### src/rtl/adder_byte_sequencer.sv
// rtl/adder_byte_sequencer.sv - byte-serial operand entry and result capture around a 32-bit adder
// Holds the button conditioner used by the panel controller, followed by the controller top.

module adder_byte_sequencer_debounce #(
   parameter int DB_CYCLES = 4
) (
   input  logic clk,
   input  logic rst_n,
   input  logic raw,
   output logic pulse
);
   localparam int CW = (DB_CYCLES < 2) ? 1 : $clog2(DB_CYCLES);

   logic          sync1;
   logic          sync2;
   logic          level;
   logic [CW-1:0] cnt;

   // Counter only advances while the synchronised input disagrees with the accepted level.
   always_ff @(posedge clk or negedge rst_n) begin
      if (!rst_n) begin
         sync1 <= 1'b0;
         sync2 <= 1'b0;
         level <= 1'b0;
         pulse <= 1'b0;
         cnt   <= '0;
      end else begin
         sync1 <= raw;
         sync2 <= sync1;
         pulse <= 1'b0;
         if (sync2 != level) begin
            if (cnt == CW'(DB_CYCLES - 1)) begin
               level <= sync2;
               pulse <= sync2;
               cnt   <= '0;
            end else begin
               cnt <= cnt + CW'(1);
            end
         end else begin
            cnt <= '0;
         end
      end
   end
endmodule

module adder_byte_sequencer #(
   parameter int DB_CYCLES = 4,
   parameter int ADD_LAT   = 1
) (
   input  logic        clk,
   input  logic        rst_n,
   input  logic [7:0]  inp,
   input  logic        cin_sw,
   input  logic        set_btn,
   input  logic        clear_btn,
   input  logic [1:0]  select,
   output logic [31:0] op_a,
   output logic [31:0] op_b,
   output logic        op_cin,
   input  logic [31:0] sum_in,
   input  logic        cout_in,
   output logic [7:0]  out,
   output logic        cout,
   output logic [2:0]  state_led,
   output logic        busy
);
   localparam int LW = (ADD_LAT < 2) ? 1 : $clog2(ADD_LAT);

   typedef enum logic [2:0] {
      ST_LOAD = 3'b001,
      ST_WAIT = 3'b010,
      ST_DONE = 3'b100
   } state_t;

   state_t        state, state_n;
   logic [31:0]   op_a_n, op_b_n, result_q, result_n;
   logic          op_cin_n, cout_n;
   logic [2:0]    byte_idx, byte_idx_n;
   logic [LW-1:0] lat_cnt, lat_cnt_n;
   logic          set_pulse;
   logic          clear_pulse;
   logic [31:0]   echo_word;

   adder_byte_sequencer_debounce #(.DB_CYCLES(DB_CYCLES)) u_set_db (
      .clk   (clk),
      .rst_n (rst_n),
      .raw   (set_btn),
      .pulse (set_pulse)
   );

   adder_byte_sequencer_debounce #(.DB_CYCLES(DB_CYCLES)) u_clear_db (
      .clk   (clk),
      .rst_n (rst_n),
      .raw   (clear_btn),
      .pulse (clear_pulse)
   );

   always_ff @(posedge clk or negedge rst_n) begin
      if (!rst_n) begin
         state    <= ST_LOAD;
         op_a     <= '0;
         op_b     <= '0;
         op_cin   <= 1'b0;
         result_q <= '0;
         cout     <= 1'b0;
         byte_idx <= '0;
         lat_cnt  <= '0;
      end else begin
         state    <= state_n;
         op_a     <= op_a_n;
         op_b     <= op_b_n;
         op_cin   <= op_cin_n;
         result_q <= result_n;
         cout     <= cout_n;
         byte_idx <= byte_idx_n;
         lat_cnt  <= lat_cnt_n;
      end
   end

   always_comb begin
      state_n    = state;
      op_a_n     = op_a;
      op_b_n     = op_b;
      op_cin_n   = op_cin;
      result_n   = result_q;
      cout_n     = cout;
      byte_idx_n = byte_idx;
      lat_cnt_n  = lat_cnt;

      case (state)
         ST_LOAD: begin
            if (set_pulse) begin
               if (byte_idx[2])
                  op_b_n[{byte_idx[1:0], 3'b000} +: 8] = inp;
               else
                  op_a_n[{byte_idx[1:0], 3'b000} +: 8] = inp;
               byte_idx_n = byte_idx + 3'd1;
               if (byte_idx == 3'd7) begin
                  op_cin_n  = cin_sw;
                  lat_cnt_n = '0;
                  state_n   = ST_WAIT;
               end
            end
         end
         ST_WAIT: begin
            lat_cnt_n = lat_cnt + LW'(1);
            if (lat_cnt == LW'(ADD_LAT - 1)) begin
               result_n = sum_in;
               cout_n   = cout_in;
               state_n  = ST_DONE;
            end
         end
         ST_DONE: begin
            // Re-entry starts a new operand set but keeps untouched bytes from the previous one.
            if (set_pulse) begin
               op_a_n[7:0] = inp;
               byte_idx_n  = 3'd1;
               state_n     = ST_LOAD;
            end
         end
         default: state_n = ST_LOAD;
      endcase

      // Clear overrides anything decided above, including a capture in the same cycle.
      if (clear_pulse) begin
         state_n    = ST_LOAD;
         op_a_n     = '0;
         op_b_n     = '0;
         op_cin_n   = 1'b0;
         result_n   = '0;
         cout_n     = 1'b0;
         byte_idx_n = '0;
         lat_cnt_n  = '0;
      end
   end

   always_comb begin
      if (state == ST_DONE)
         echo_word = result_q;
      else if (byte_idx[2])
         echo_word = op_b;
      else
         echo_word = op_a;
      out = echo_word[{select, 3'b000} +: 8];
   end

   assign state_led = state;
   assign busy      = (state == ST_WAIT);
endmodule
### config.mk
export PLATFORM = sky130hd
export DESIGN_NAME = adder_byte_sequencer
export DESIGN_NICKNAME = d
export VERILOG_FILES = /design/src/rtl/adder_byte_sequencer.sv
export SDC_FILE = /design/constraint.sdc
export NUM_CORES = 1
export LEC_CHECK = 0
export BUFFER_PORTS_ARGS = -buffer_cell sky130_fd_sc_hd__buf_2
export CAP_MARGIN = 20
export CORE_MARGIN = 4
export CORE_UTILIZATION = 54
export CTS_CLUSTER_SIZE = 30
export DETAILED_ROUTE_END_ITERATION = 10
export PLACE_DENSITY_LB_ADDON = 0.2
export SYNTH_ARGS = -nofsm -noshare
export SYNTH_HDL_FRONTEND = slang
export SYNTH_HIERARCHICAL = 1
export SYNTH_SLANG_ARGS = --single-unit
### constraint.sdc
create_clock -name clk -period 2.2 [get_ports clk]
set_input_delay 0.22 -clock clk [delete_from_list [all_inputs] [get_ports clk]]
set_output_delay 0.22 -clock clk [all_outputs]
set_load 0.03 [all_outputs]
==> flow_summary_export.csv <==
group,metric,value,unit
synth,postSynthCellCount,493,
timing,slew_headroom,56.63,%
floorplan,coreArea,9729,sq um
clock_network,numClockSinks,117,
synth,async_flop_share,100.0,%
floorplan,die-area,11590,sq um
synth,synth_cell_types,42,
run_status,status,"finished, violations left",
run_status,violations,"negative setup slack",
timing,fmax,432.3,MHz
setup_path,end_kind,"output port",
pwr,power.leakage,3.607,nW
min_path,min_path_type,"input pin to flop",
pwr,fin_total_pwr,9.884,mW
synth,synth_seq_cells,117,
global_route,met1_usage,37.33,%
detailed_routing,avgViaCountPerCell,5.833,
detailed_routing,drt-initial-drc-count,355,
floorplan,fp-row-count,36,
clock_network,max-clock-path-buffers,2,
setup_path,critical_path_class,"flop to output port",
floorplan,start_util,55.14,%
clock_network,ctsHtreeMaxLevel,4,
synth,syn_nets,549,
floorplan,dieHeight,107.7,microns
setup_path,worst-path-max-fanout,17,
timing,final_max_slew_viol_count,0,
finish,drive_gt1_share,34.30,%
finish,nets,732,
global_route,grt_pass1_wl,26050,microns
placed_design,dp_cells,742,
floorplan,io_pins,126,
synth,netlist_area,5365,sq um
global_route,grt_max_degree,52,
placed_design,preCtsSetupSlack,295.1,ps
global_route,grt_antenna_before_repair,0,
finish,area_growth,40.83,%
placed_design,place.gp.congestion,0.8849,
synth,synth_edf_count,0,
clock_network,cts_root_buffer,"clkbuf_8",
detailed_routing,firstDrtPassIters,6,
detailed_routing,wl_per_cell,19.89,microns
setup_path,worstPathArrival,2090,ps
synth,syn_avg_cell_area,10.88,sq um
finish,fin_area,7556,sq um
timing,setup_viol_count_final,8,
setup_path,crit_required,1980,ps
placed_design,placed_area,6243,sq um
clock_network,cts_buffers,17,
clock_network,clkTransAtPathRegs,60,ps
global_route,grt_busiest_layer,"met2",
timing,clock_skew,7.867,ps
run,cap_violations,0,
timing,fin_crit_sh,105.2,%
placed_design,portBuffers,125,
timing,hold_viol_final,0,
detailed_routing,ant_nets,0,
synth,yosysSeqAreaShare,54.59,%
global_route,grt_overflow,0,
global_route,track_usage,29.90,%
setup_path,r2r_slack,280,ps
global_route,grt_pass1_vias,4940,
finish,fill_cells,617,
timing,period_minus_slack,2313,ps
detailed_routing,drc,0,
detailed_routing,vias,4789,
global_route,grtUsageMet3,8.518,%
clock_network,clock_latency,530,ps
finish,final_cells,821,
global_route,grt_use_met2,49.20,%
finish,antenna_cells,0,
pwr,peakVddDrop,0.8737,mV
synth,ys_warn_count,6,
timing,worst_slew_pin_slew,648.2,ps
synth,synth_ff_type,"dfrtp_1",
pwr,power_density,1308,nW/um^2
floorplan,die_w,107.7,microns
timing,whs,32.35,ps
clock_network,cts_tree,"built",
timing,rsz0062_at_grt,"true",
detailed_routing,drt-total-wl,16330,microns
placed_design,place_hpwl,10300,microns
timing,worst_slack,-113.5,ps
setup_path,cp-start-kind,"flop",
cells in the mapped netlist (2+ instances only):
cell type / instances / share of area [%]
mux4_2: 16 / 6.7
buf_2: 14 / 1.3
ha_1: 8 / 1.9
o21ai_0: 65 / 6.1
a21oi_1: 27 / 2.5
nor3_1: 5 / 0.47
nand2_1: 90 / 6.3
xnor2_1: 2 / 0.33
a31oi_1: 9 / 1.0
buf_4: 6 / 0.84
buf_1: 3 / 0.21
nand2b_1: 2 / 0.23
mux2i_1: 16 / 3.0
a22o_1: 41 / 6.7
a211oi_1: 3 / 0.42
nor2_1: 20 / 1.4
clkbuf_1: 10 / 0.70
inv_1: 5 / 0.35
nor2b_1: 7 / 0.82
dfrtp_1: 116 / 54
and4_1: 2 / 0.33
nor3_2: 2 / 0.37
a2bb2oi_1: 2 / 0.33
nand3_1: 4 / 0.37
repair_timing:
item / in CTS / in global routing
setup buffers: 3 / 0
endpoints found under the setup margin: 8 / 8
gates cloned: 2 / 0
pin swaps: 9 / 1
hold buffers: 43 / 0
resized for setup: 62 / 5
hold endpoints to repair: 142 / 0
layer usage:
| metal | vias to the layer above | share of wire, % |
|---|---|---|
| met5 | - | 0 |
| met4 | 0 | 2.6 |
| met3 | 37 | 7.4 |
| met2 | 216 | 51 |
| met1 | 2383 | 39 |
| li1 | 2153 | - |
cells by family after synthesis:
| kind of cell | after synthesis | share of synthesized area (%) |
|---|---|---|
| simple gates | 142 | 12.06 |
| fa+ha+maj | 8 | 1.866 |
| mux | 32 | 9.702 |
| flops | 117 | 54.59 |
| xor+xnor | 2 | 0.3266 |
| compound gates | 153 | 17.98 |
| buf+inv | 39 | 3.475 |
registers in the layout, indices dropped and copies added, names as in the netlist, 2 cells and up:
name / flops
op_b: 32
u_set_db/cnt: 2
result_q: 32
byte_idx: 3
op_a: 32
u_clear_db/cnt: 2
state_led: 3
worst paths after layout:
check / start / cells after the start / endpoint
worst max register to register: byte_idx[0] / 6 / op_a[3]
min in group asynchronous: rst_n / 2 / result_q[8]
worst min register to register: u_set_db/sync1 / 0 / u_set_db/sync2
max in group asynchronous: rst_n / 3 / result_q[22]
worst max-delay path: state_led[1] / 6 / out[5]
worst min-delay path: inp[2] / 3 / op_b[18]
final cells by class:
class                           count  area, sq um  area share, %
Clock buffer                       28        515.5          6.822
Clock inverter                      3        40.04         0.5299
Inverter                            6        22.52         0.2981
Multi-Input combinational cell    337         2412          31.93
Sequential cell                   117         2930          38.78
Tap cell                          133        166.4          2.202
Timing Repair Buffer              197         1469          19.44
through the flow:
step                      setup TNS (ps)  util [%]
after global placement                 0     64.17
after floorplan                        0         -
after CTS                         -862.0     77.40
after global routing               -1314     77.66
final                             -786.4     77.66
after detailed placement               0     64.17
layout by cell type (no fill, tap or decap), types with 8 or more instances in the layout:
cell / n
buf_2: 116
dfrtp_1: 115
nand2_1: 90
o21ai_0: 58
dlygate4sd3_1: 43
a22o_1: 41
buf_4: 19
mux2i_1: 16
mux4_2: 16
clkbuf_16: 16
a21oi_2: 14
nor2_1: 13
a31oi_1: 9
ha_1: 8
buf_6: 8
critical path: stages (launching register included):
cell	delay [ps]
dfrtp_1	380
or3b_4	440
buf_12	170
o21ai_1	220
a21oi_4	60
a21oi_2	130
buf_6	150
report_power, final:
group	total [mW]	internal, mW	leakage (nW)	switching (mW)
clock network	2.58	1.67	0.275	0.915
registers	3.36	2.79	1.53	0.566
logic	3.94	1.42	1.80	2.53
No activity file was read; power rests on OpenSTA's default activity.
